===== src/rtl/fb_pkg.sv =====
// rtl/fb_pkg.sv - shared constants, default widths and clog2 for the feedback sum combiner
package fb_pkg;

   localparam logic [1:0] FB_MODE_OFF    = 2'd0;
   localparam logic [1:0] FB_MODE_FB     = 2'd1;
   localparam logic [1:0] FB_MODE_CONST  = 2'd2;
   localparam logic [1:0] FB_MODE_OFFSET = 2'd3;

   localparam int FB_N_CH  = 4;
   localparam int FB_W_IN  = 13;
   localparam int FB_W_OUT = 13;
   localparam int FB_W_CNT = 10;

   function automatic int clog2(input int n);
      int r;
      r = 0;
      while ((1 << r) < n) r++;
      return r;
   endfunction

endpackage


===== src/rtl/fb_adder_tree.sv =====
// rtl/fb_adder_tree.sv - pipelined pairwise adder tree, input register plus clog2(N) sum stages
module fb_adder_tree
   import fb_pkg::*;
#(
   parameter int N = 4,
   parameter int W = 15
)(
   input  logic                clk,
   input  logic                rst_n,
   input  logic [N*W-1:0]      in_data,
   output logic signed [W-1:0] sum
);

   localparam int L = clog2(N);

   // One spare zero slot per level lets an odd leftover add zero, keeping every path equally deep.
   logic signed [W-1:0] lvl_d [L+1][N+1];
   logic signed [W-1:0] lvl_q [L+1][N+1];

   always_comb begin
      for (int l = 0; l <= L; l++) begin
         for (int i = 0; i <= N; i++) lvl_d[l][i] = '0;
      end
      for (int i = 0; i < N; i++) lvl_d[0][i] = $signed(in_data[i*W +: W]);
      for (int l = 1; l <= L; l++) begin
         for (int i = 0; 2*i < N; i++) begin
            lvl_d[l][i] = lvl_q[l-1][2*i] + lvl_q[l-1][2*i+1];
         end
      end
   end

   always_ff @(posedge clk or negedge rst_n) begin
      if (!rst_n) begin
         for (int l = 0; l <= L; l++) begin
            for (int i = 0; i <= N; i++) lvl_q[l][i] <= '0;
         end
      end else begin
         for (int l = 0; l <= L; l++) begin
            for (int i = 0; i <= N; i++) lvl_q[l][i] <= lvl_d[l][i];
         end
      end
   end

   assign sum = lvl_q[L][0];

endmodule


===== src/rtl/fb_sum_combiner.sv =====
// rtl/fb_sum_combiner.sv - masked channel sum, mode mux, DAC saturation, sticky status and window sample count
module fb_sum_combiner
   import fb_pkg::*;
#(
   parameter int N_CH  = FB_N_CH,
   parameter int W_IN  = FB_W_IN,
   parameter int W_OUT = FB_W_OUT,
   parameter int W_CNT = FB_W_CNT
)(
   input  logic                    clk,
   input  logic                    rst_n,
   input  logic [N_CH*W_IN-1:0]    pout_in,
   input  logic                    fb_cond,
   input  logic                    store_strb,
   input  logic [N_CH-1:0]         ch_en_b,
   input  logic [1:0]              mode_b,
   input  logic [W_IN-1:0]         const_dac_b,
   output logic signed [W_OUT-1:0] fb_sgnl,
   output logic                    dac_cond,
   output logic                    sat_flag,
   output logic [W_CNT-1:0]        sample_cnt
);

   localparam int L  = clog2(N_CH);
   localparam int WS = W_IN + L;
   localparam logic signed [WS:0] OMAX = (WS+1)'(2**(W_OUT-1) - 1);
   localparam logic signed [WS:0] OMIN = ~OMAX;

   logic [N_CH-1:0]         ch_en_s_q, ch_en_s_d, ch_en_q, ch_en_d;
   logic [1:0]              mode_s_q, mode_s_d, mode_q, mode_d;
   logic [W_IN-1:0]         const_s_q, const_s_d;
   logic signed [W_IN-1:0]  const_q, const_d;
   logic [L:0]              fbc_q, fbc_d;
   logic signed [W_OUT-1:0] fb_sgnl_q, fb_sgnl_d;
   logic                    dac_cond_q, dac_cond_d;
   logic                    sat_flag_q, sat_flag_d;
   logic                    strb_q, strb_d, strb_p_q, strb_p_d;
   logic [W_CNT-1:0]        cnt_q, cnt_d;
   logic [W_CNT-1:0]        sample_cnt_q, sample_cnt_d;

   logic [N_CH*WS-1:0]      st0_data;
   logic signed [WS-1:0]    tree_sum;
   logic signed [WS:0]      sum_x, const_x, pre;
   logic signed [W_OUT-1:0] sat_val;
   logic                    clip, strb_rise, strb_fall;

   always_comb begin
      for (int k = 0; k < N_CH; k++) begin
         st0_data[k*WS +: WS] = ch_en_q[k] ? WS'($signed(pout_in[k*W_IN +: W_IN])) : '0;
      end
   end

   fb_adder_tree #(.N(N_CH), .W(WS)) u_tree (
      .clk     (clk),
      .rst_n   (rst_n),
      .in_data (st0_data),
      .sum     (tree_sum)
   );

   always_comb begin
      ch_en_s_d = ch_en_b;
      ch_en_d   = ch_en_s_q;
      mode_s_d  = mode_b;
      mode_d    = mode_s_q;
      const_s_d = const_dac_b;
      const_d   = $signed(const_s_q);
      fbc_d     = {fbc_q[L-1:0], fb_cond};

      sum_x   = (WS+1)'(tree_sum);
      const_x = (WS+1)'(const_q);
      case (mode_q)
         FB_MODE_OFF:   pre = '0;
         FB_MODE_FB:    pre = sum_x;
         FB_MODE_CONST: pre = const_x;
         default:       pre = sum_x + const_x;
      endcase

      clip    = 1'b0;
      sat_val = pre[W_OUT-1:0];
      if (pre > OMAX) begin
         clip    = 1'b1;
         sat_val = {1'b0, {(W_OUT-1){1'b1}}};
      end else if (pre < OMIN) begin
         clip    = 1'b1;
         sat_val = {1'b1, {(W_OUT-1){1'b0}}};
      end

      dac_cond_d = fbc_q[L] & (mode_q != FB_MODE_OFF);
      fb_sgnl_d  = fbc_q[L] ? sat_val : '0;

      // Strobe edges are taken from the registered copy, so window timing lags store_strb by one cycle.
      strb_d    = store_strb;
      strb_p_d  = strb_q;
      strb_rise = strb_q & ~strb_p_q;
      strb_fall = ~strb_q & strb_p_q;

      sat_flag_d = strb_rise ? 1'b0 : (sat_flag_q | (dac_cond_d & clip));

      cnt_d = cnt_q;
      if (strb_rise) begin
         cnt_d = W_CNT'(dac_cond_q);
      end else if (strb_q && dac_cond_q && cnt_q != '1) begin
         cnt_d = cnt_q + 1'b1;
      end
      sample_cnt_d = strb_fall ? cnt_q : sample_cnt_q;
   end

   always_ff @(posedge clk or negedge rst_n) begin
      if (!rst_n) begin
         ch_en_s_q    <= '0;
         ch_en_q      <= '0;
         mode_s_q     <= '0;
         mode_q       <= '0;
         const_s_q    <= '0;
         const_q      <= '0;
         fbc_q        <= '0;
         fb_sgnl_q    <= '0;
         dac_cond_q   <= 1'b0;
         sat_flag_q   <= 1'b0;
         strb_q       <= 1'b0;
         strb_p_q     <= 1'b0;
         cnt_q        <= '0;
         sample_cnt_q <= '0;
      end else begin
         ch_en_s_q    <= ch_en_s_d;
         ch_en_q      <= ch_en_d;
         mode_s_q     <= mode_s_d;
         mode_q       <= mode_d;
         const_s_q    <= const_s_d;
         const_q      <= const_d;
         fbc_q        <= fbc_d;
         fb_sgnl_q    <= fb_sgnl_d;
         dac_cond_q   <= dac_cond_d;
         sat_flag_q   <= sat_flag_d;
         strb_q       <= strb_d;
         strb_p_q     <= strb_p_d;
         cnt_q        <= cnt_d;
         sample_cnt_q <= sample_cnt_d;
      end
   end

   assign fb_sgnl    = fb_sgnl_q;
   assign dac_cond   = dac_cond_q;
   assign sat_flag   = sat_flag_q;
   assign sample_cnt = sample_cnt_q;

endmodule


===== config.mk =====
export PLATFORM = sky130hd
export DESIGN_NAME = fb_sum_combiner
export DESIGN_NICKNAME = d
export VERILOG_FILES = /design/src/rtl/fb_pkg.sv /design/src/rtl/fb_adder_tree.sv /design/src/rtl/fb_sum_combiner.sv
export SDC_FILE = /design/constraint.sdc
export NUM_CORES = 1
export LEC_CHECK = 0
export CAP_MARGIN = 20
export CORE_AREA = 2 2 126 128
export CTS_CLUSTER_DIAMETER = 60
export DETAILED_ROUTE_END_ITERATION = 7
export DIE_AREA = 0 0 128 130
export PLACE_DENSITY = 0.75
export SLEW_MARGIN = 20
export SYNTH_ARGS = -nofsm -noshare
export SYNTH_HDL_FRONTEND = slang
export SYNTH_SLANG_ARGS = --single-unit

===== constraint.sdc =====
create_clock -name clk -period 3.31 [get_ports clk]
set_input_delay 0.4965 -clock clk [delete_from_list [all_inputs] [get_ports clk]]
set_output_delay 0.4965 -clock clk [all_outputs]
set_load 0.02 [all_outputs]

==> results.json <==
{
  "setup_tns_ps": 0,
  "core_um2": 15400,
  "drtIter0Drc": 202,
  "regArea_um2": 4380,
  "setup_viol": 0,
  "busiest_layer": "met2",
  "synth_area_um2": 8050,
  "r2r_slack_ps": 310,
  "tritoncts": "done",
  "synth_top_area_cell": "dfrtp_1",
  "p_int_w": 0.00469,
  "p_comb_share_pct": 29.6,
  "die_w_um": 128,
  "hold_viol_final": 0,
  "r2r-end": "fb_sgnl[11]",
  "post_cts_resized": 0,
  "skew_ps": 8.14,
  "use_met3_pct": 3.12,
  "vias_per_cell": 5.33,
  "die_h_um": 130,
  "rsz0062_at_grt": "false",
  "ys_types": 66,
  "fin_area_um2": 9920,
  "required_ps": 3630,
  "path_clk_slew_ps": 60,
  "seq_power_share_pct": 38.8,
  "grt_pass1_vias": 5431,
  "final_layout_size_suffix_gt1_share_pct": 10.1,
  "antenna_found_initial": 0,
  "r2r_start": "u_tree.sum[0]",
  "routedWlPerCell_um": 15.2,
  "min_period_over_period_pct": 90.5,
  "cts-root-buf": "clkbuf_16",
  "p_sw_w": 0.00196,
  "clkSinkCount": 175,
  "antenna-diode-count": 0,
  "pwr_density_cell_nw_per_um2": 670,
  "synth_edf_count": 0,
  "multi_input_area_um2": 3500,
  "max-slew-margin-rel_pct": 52.2,
  "syn_to_final_growth_pct": 23.3,
  "ys_ff_latch": 175,
  "cts_max_level": 4,
  "routed_wl_um": 15200,
  "hold_path.class": "primary input to asynchronous set/reset pin",
  "syn_nets": 817,
  "drtPass1Iterations": 4,
  "arrival_ps": 3320,
  "cts_buffers": 17,
  "grt.overflow.total": 0,
  "pwr-share-clk_pct": 31.6,
  "cts_max_path_buffers": 2,
  "dieArea_um2": 16600,
  "ys_warn_count": 0,
  "swShare_pct": 29.5,
  "start_kind": "register",
  "start_util_pct": 52.2,
  "outcome": "completed",
  "grt_pass1_wl_um": 25400,
  "rows": 46,
  "cts_hold_buffers": 0,
  "port_buffers": 99,
  "met2_usage_pct": 34.1,
  "met1_usage_pct": 23.9,
  "synth.top_cell.area_share_pct": 54.4,
  "leakage_nw": 4.56,
  "synthArstFlopShare_pct": 100,
  "seq_area_frac_synth_pct": 54.4,
  "fmaxAchievable_ghz": 0.334,
  "place_area_um2": 9290,
  "io_pins": 100,
  "dp_hpwl_um": 11400,
  "fin_hold_ws_ps": 98.4,
  "syn-instance-count": 682,
  "gp_congestion": 0.873,
  "drv_slew": 0,
  "layout_min_cycle_time_ps": 3000,
  "nets": 929,
  "cts_setup_buffers": 0,
  "routed-via-count": 5317,
  "syn_area_per_cell_um2": 11.8,
  "peakVddDrop_uv": 412,
  "worst-r2r-cell-count": 11,
  "postRouteAntennaNets": 0,
  "drv_cap": 0,
  "cp-end-kind": "register",
  "netlist_top_cells_area": "dfrtp_1, ha_1, and2_1",
  "synth_ff_type": "dfrtp_1",
  "drc": 0,
  "grt_usage_pct": 19.4,
  "grt_max_degree": 78,
  "crit_fanout": 12,
  "num-fill-cells": 1181,
  "crit_type": "register to register",
  "clk_latency_ps": 420,
  "worstMarginPinSlew_ps": 717
}
## placed cells by master (no fill, tap or decap), drive strengths merged, types with 10 or more instances in the layout
| master | synthesis | layout |
|---|---|---|
| nor2 | 42 | 42 |
| clkdlybuf4s50 | 0 | 98 |
| a21o | 13 | 13 |
| o21ai | 44 | 44 |
| dfrtp | 175 | 175 |
| and2 | 57 | 57 |
| inv | 25 | 25 |
| nor3 | 11 | 11 |
| nor2b | 14 | 14 |
| nand2 | 24 | 24 |
| ha | 56 | 56 |
| nand3 | 11 | 11 |
| xor2 | 12 | 12 |
| mux2 | 17 | 17 |
| xnor2 | 30 | 30 |
| clkbuf | 11 | 21 |
| a21oi | 32 | 32 |
| buf | 4 | 10 |
## per-layer routing
metal	routed length, µm	part of all wire, %	vias to the layer above
met1	6640	44	2565
met4	376	2.5	0
met5	0	0	-
met3	467	3.1	28
met2	7670	51	106
li1	-	-	2618
## flip-flops by register name, indices dropped and copies added, names as in the netlist, 3 cells and up
signal / flops
cnt_q: 10
const_d: 13
fb_sgnl: 13
u_tree.sum: 15
fbc_q: 3
const_q: 13
sample_cnt: 10
ch_en_q: 4
ch_en_d: 4
u_tree.lvl_q: 82
## stage by stage
| step | power [W] | util, % | setup slack, ps | std cells |
|---|---|---|---|---|
| 2_1_floorplan | 0.00398 | - | 629 | 682 |
| 3_3_place_gp | 0.00456 | 60.2 | 495 | 967 |
| 3_5_place_dp | 0.00457 | 60.2 | 320 | 967 |
| 4_1_cts | 0.00671 | 64.3 | 291 | 997 |
| 5_1_grt | 0.00702 | 64.3 | 129 | 997 |
| 6_report | 0.00665 | 64.3 | 314 | 997 |
## kinds of logic after synthesis
family / count (synthesis) / share of synthesized area (%)
simple gates: 190 / 12.8
flops: 175 / 54.4
compound gates: 155 / 13.7
fa+ha+maj: 60 / 9.70
xor+xnor: 42 / 4.57
buf+inv: 40 / 2.02
mux: 20 / 2.75
## cell type report
class | instances | share of cell area (%)
inverters | 25 | 0.946
repair buffers | 108 | 10.8
multi-input cells | 467 | 35.3
well taps | 192 | 2.42
clock inverters | 9 | 1.60
clock buffers | 21 | 4.74
flip-flops and latches | 175 | 44.1
## worst max path at each step
stage,start,end,slack (ps),depth (start not counted)
2_1_floorplan,const_q[0],fb_sgnl[11],630,11
3_3_place_gp,const_q[0],fb_sgnl[11],500,11
3_5_place_dp,u_tree.sum[0],fb_sgnl[11],320,11
4_1_cts,u_tree.sum[0],fb_sgnl[11],290,11
5_1_grt,u_tree.sum[0],fb_sgnl[11],130,11
6_report,u_tree.sum[0],fb_sgnl[11],310,11
## Yosys cell counts (2+ instances only)
library cell	number
o21a_1	7
nor3b_1	3
o211a_1	2
ha_1	56
o311ai_0	2
nand2b_1	5
o211ai_1	2
o21ai_0	28
a311oi_1	2
and2_1	57
nor2b_1	14
dfrtp_1	175
fa_1	4
and3_1	3
a22o_1	3
a21oi_1	32
nor3_1	10
nor2_1	42
inv_1	25
mux2_2	17
a211o_1	2
clkbuf_1	11
nand4_1	5
xnor2_1	30
a31oi_1	5
nand3_1	11
o21ai_1	5
mux2i_1	3
xor2_1	12
a31o_2	3
a21boi_1	2
nand2_1	24
a21o_1	13
o21ai_2	11
a22oi_1	8
a211oi_2	3
a211oi_1	6
a311o_1	2
or3_1	7
a31o_1	3
o21bai_1	2
## power by group through the flow
stage | combinational [W] | clock (W) | sequential, W
final | 0.00197 | 0.00210 | 0.00258
after global placement | 0.00195 | 0 | 0.00260
after detailed placement | 0.00196 | 0 | 0.00262
after floorplan | 0.00131 | 0 | 0.00267
after global routing | 0.00217 | 0.00225 | 0.00261
after CTS | 0.00198 | 0.00215 | 0.00258
## worst max-delay path, stage by stage, from the launching register on
cell	delay, ps
dfrtp_1	400
ha_1	240
fa_1	460
a211oi_2	240
o211a_1	250
o31ai_4	100
a211oi_2	250
mux2i_1	150
a221oi_2	310
o21ai_2	70
buf_4	190
o31ai_1	220
No activity file was read; power rests on OpenSTA's default activity.
